### src/rtl/mult_pkg.sv
// Shared widths, signed-mode correction constant and adder cells for the SIMD multiplier lanes.
package mult_pkg;

  localparam int unsigned OP_W  = 2;
  localparam int unsigned RES_W = 4;

  // Two's-complement correction for a 2x2 product: -4 mod 16, added only in signed mode.
  localparam logic [RES_W-1:0] SIGNED_CORR = 4'b1100;

  // Returns {carry, sum}.
  function automatic logic [1:0] half_add(input logic x, input logic y);
    return {x & y, x ^ y};
  endfunction

  // Returns {carry, sum}.
  function automatic logic [1:0] full_add(input logic x, input logic y, input logic z);
    return {(x & y) | (x & z) | (y & z), x ^ y ^ z};
  endfunction

endpackage

### src/rtl/two_bit_mult_core.sv
// Combinational 2x2 partial-product multiplier with Baugh-Wooley signed correction.
module two_bit_mult_core
  import mult_pkg::*;
(
  input  logic [OP_W-1:0]  a,
  input  logic [OP_W-1:0]  b,
  input  logic             signed_mode,
  output logic [RES_W-1:0] product
);

  logic pp00, pp01, pp10, pp11;
  logic x_term, y_term;
  logic corr2, corr3;
  logic [1:0] ha1, fa2;

  always_comb begin
    pp00 = a[0] & b[0];
    pp01 = a[0] & b[1];
    pp10 = a[1] & b[0];
    pp11 = a[1] & b[1];

    // Cross terms carry negative weight in signed mode, so they are inverted.
    x_term = pp10 ^ signed_mode;
    y_term = pp01 ^ signed_mode;
    corr2  = signed_mode & SIGNED_CORR[2];
    corr3  = signed_mode & SIGNED_CORR[3];

    ha1 = half_add(x_term, y_term);
    fa2 = full_add(pp11, ha1[1], corr2);

    // Carry out of bit 3 is dropped: the result is modulo 16.
    product = {fa2[1] ^ corr3, fa2[0], ha1[0], pp00};
  end

endmodule

### src/rtl/two_bit_multiplier.sv
// 2x2 multiplier lane: combinational core plus an optional one-cycle registered output stage.
module two_bit_multiplier
  import mult_pkg::*;
#(
  parameter int unsigned OUT_REG = 1
) (
  input  logic             CLK,
  input  logic             rst,
  input  logic [OP_W-1:0]  a,
  input  logic [OP_W-1:0]  b,
  input  logic             signed_mode,
  input  logic             in_valid,
  output logic [RES_W-1:0] result,
  output logic             out_valid
);

  logic [RES_W-1:0] product;

  two_bit_mult_core u_core (
    .a           (a),
    .b           (b),
    .signed_mode (signed_mode),
    .product     (product)
  );

  generate
    if (OUT_REG != 0) begin : g_reg
      // Result holds across idle cycles; reset drops any product in flight.
      always_ff @(posedge CLK) begin
        if (rst) begin
          result    <= '0;
          out_valid <= 1'b0;
        end else begin
          out_valid <= in_valid;
          if (in_valid) begin
            result <= product;
          end
        end
      end
    end else begin : g_comb
      assign result    = product;
      assign out_valid = in_valid & ~rst;
    end
  endgenerate

endmodule

### config.mk
export PLATFORM = sky130hd
export DESIGN_NAME = two_bit_multiplier
export DESIGN_NICKNAME = d
export VERILOG_FILES = /design/src/rtl/mult_pkg.sv /design/src/rtl/two_bit_mult_core.sv /design/src/rtl/two_bit_multiplier.sv
export SDC_FILE = /design/constraint.sdc
export NUM_CORES = 1
export LEC_CHECK = 0
export CAP_MARGIN = 20
export CORE_AREA = 10 10 47 49
export CTS_CLUSTER_DIAMETER = 150
export DETAILED_ROUTE_END_ITERATION = 6
export DIE_AREA = 0 0 57 59
export DONT_BUFFER_PORTS = 1
export GPL_TIMING_DRIVEN = 0
export PLACE_DENSITY = 0.34
export SYNTH_ARGS = -nofsm -noshare
export SYNTH_HDL_FRONTEND = slang
export SYNTH_SLANG_ARGS = --single-unit
### constraint.sdc
create_clock -name CLK -period 3.2 [get_ports CLK]
set_input_delay 0.32 -clock CLK [delete_from_list [all_inputs] [get_ports CLK]]
set_output_delay 0.32 -clock CLK [all_outputs]
set_load 0.01 [all_outputs]
==> metrics <==
Pre-Repair DR Iteration Count 2; final setup fails 0; Worst slew margin 0.8799; Tmin final 1267 ps; P&R area growth vs syn 18.97%; grt total ovfl 0; commonest non-fill, non-tap cell in the layout dfxtp_1; DR vias 177; cts-stage hold buffer count 0; Core Region 1401 µm²; drt total wl 557 µm; most frequent cells in the layout 5 x dfxtp_1, 3 x nand2_1, 3 x xnor2_1, 3 x clkbuf_4; worst min-delay path class in -> reg; cells after synthesis 25; pwr dens 560.2 nW/µm²; max cap viols 0; critical path launch point type primary input; CP arrival 1400 ps; crit-path cells nand2_1 -> xnor2_1 -> ha_1 -> inv_1 -> fa_1 -> xnor2_1 -> a21o_1; largest net degree at the start of global routing 8; syn nets 35; crit share post-route 0.3961; Synth Warn # 0; Die X between 50 and 60 µm; CTS tree done; DRT iter0 DRCs 4; Final Hold Fails 0; peak supply drop 0.0002573 V; Avg WL per Cell 12.38 µm; GR Util All Layers 0.04016; Bufs on Longest Clock Path 2; sequential area share after synthesis 0.4103; layout cells sized above 1 0.1379; fmax just under 0.8 GHz; clk slew on worst S/H paths 40 ps; ANT cells 0; Detail Route Antenna Nets 0; global-route wire length before repair 917 µm; Clock Tree Root clkbuf_4; Vias/cell 3.933; crit path capture type flip-flop; number of nets in the layout 40; GP Congestion 0.6185; critical path's top delay family adder cells; Max FO, Critical Path 2; Buf/Inv on CP 1; setup_tns 0 ps; Required @ worst endpoint 3330 ps; Num CTS Buffers 3; RSZ-0062 raised after global routing false; initial antenna violation count 0; Post-CTS Resized 0; vias in the first global route roughly 220; Leakage 0.0001217 µW; outcome finished, final reports clean; Crit-path slowest cell fa_1; CTS sink count 5; die area 3363 µm²; Most common cell on crit path xnor2_1; Row Count 14; CP Class in -> reg; synth unique cells 15; Worst-Skew Late Latency 240 ps; height of the chip 59 µm; drc violations 0; Hold Worst Slack around 150 ps; H-tree Lvls 1; number of I/O port buffers 0; Pins Over Slew Limit 0; Avg Synthesized Cell Area 9.759 µm²; CP max stage delay approximately 370 ps; Worst-Margin Slew 179.1 ps; post-CTS setup buffers 0; flops & latches, synth 5; I/O pin count 13; Initial Util 0.1741; Cell Area, Synth about 240 µm²; clk_skew 0 ps
metrics by stage:
step	util	total power, µW	instance area, µm²	worst slack (ps)	instances
global placement	0.1884	92.84	264.0	1726	41
finish	0.2071	162.6	290.3	1933	45
CTS	0.2071	167.2	290.3	1930	45
floorplan	-	89.20	244.0	1765	25
global route	0.2071	178.7	290.3	1875	45
detailed placement	0.1884	93.07	264.0	1688	41
worst paths after layout:
| check | depth (start not counted) | to | slack, ps | from |
|---|---|---|---|---|
| worst min register to register | 2 | result[0] | 520 | result[0] |
| worst max register to register | 2 | result[3] | 2440 | result[3] |
| worst min-delay path | 1 | result[0] | 150 | rst |
| worst max-delay path | 7 | result[3] | 1930 | a[0] |
cells by family after synthesis:
group,Yosys count,share of synthesized area
AND/OR/NAND/NOR,9,0.1949
flip-flops,5,0.4103
AO/OA/AOI/OAI,3,0.08205
XOR/XNOR,3,0.1077
buffers and inverters,2,0.03078
adder cells (fa/ha/maj),2,0.1333
multiplexers,1,0.04103
cell usage after synthesis:
master	n	area (µm²)
inv_1	2	7.510
xnor2_1	3	26.28
and2b_4	1	10.01
nand2b_1	1	6.260
dfxtp_1	5	100.1
mux2i_1	1	10.01
ha_1	1	12.51
a21oi_1	1	5.000
a211oi_1	1	7.510
nor2_1	2	7.510
nand2_1	3	11.26
nor3b_1	1	7.510
fa_1	1	20.02
nand3_1	1	5.000
a21o_1	1	7.510
routing by layer:
metal,share of wire,track usage,vias up
met5,0,0,-
met4,0,0.02013,0
met3,0.27,0.06867,0
met2,0.48,0.05736,10
met1,0.25,0.02133,77
li1,-,-,90
sequential cells by signal, summed over array words and instances (netlist names):
name / flops
out_valid: 1
result: 4
final cells by class:
class                      instances  area [µm²]
fill                             170        1111
multi-input combinational         18       136.4
sequential                         5       100.1
clock buffer                       4       26.28
tap                               16       20.02
inverter                           2       7.507
report_power, final:
group          switching [µW]  internal, µW
clock network            24.3          47.0
registers                5.50          67.6
logic                    7.53          10.6
total                    37.4           125
No activity file was read; power rests on OpenSTA's default activity.
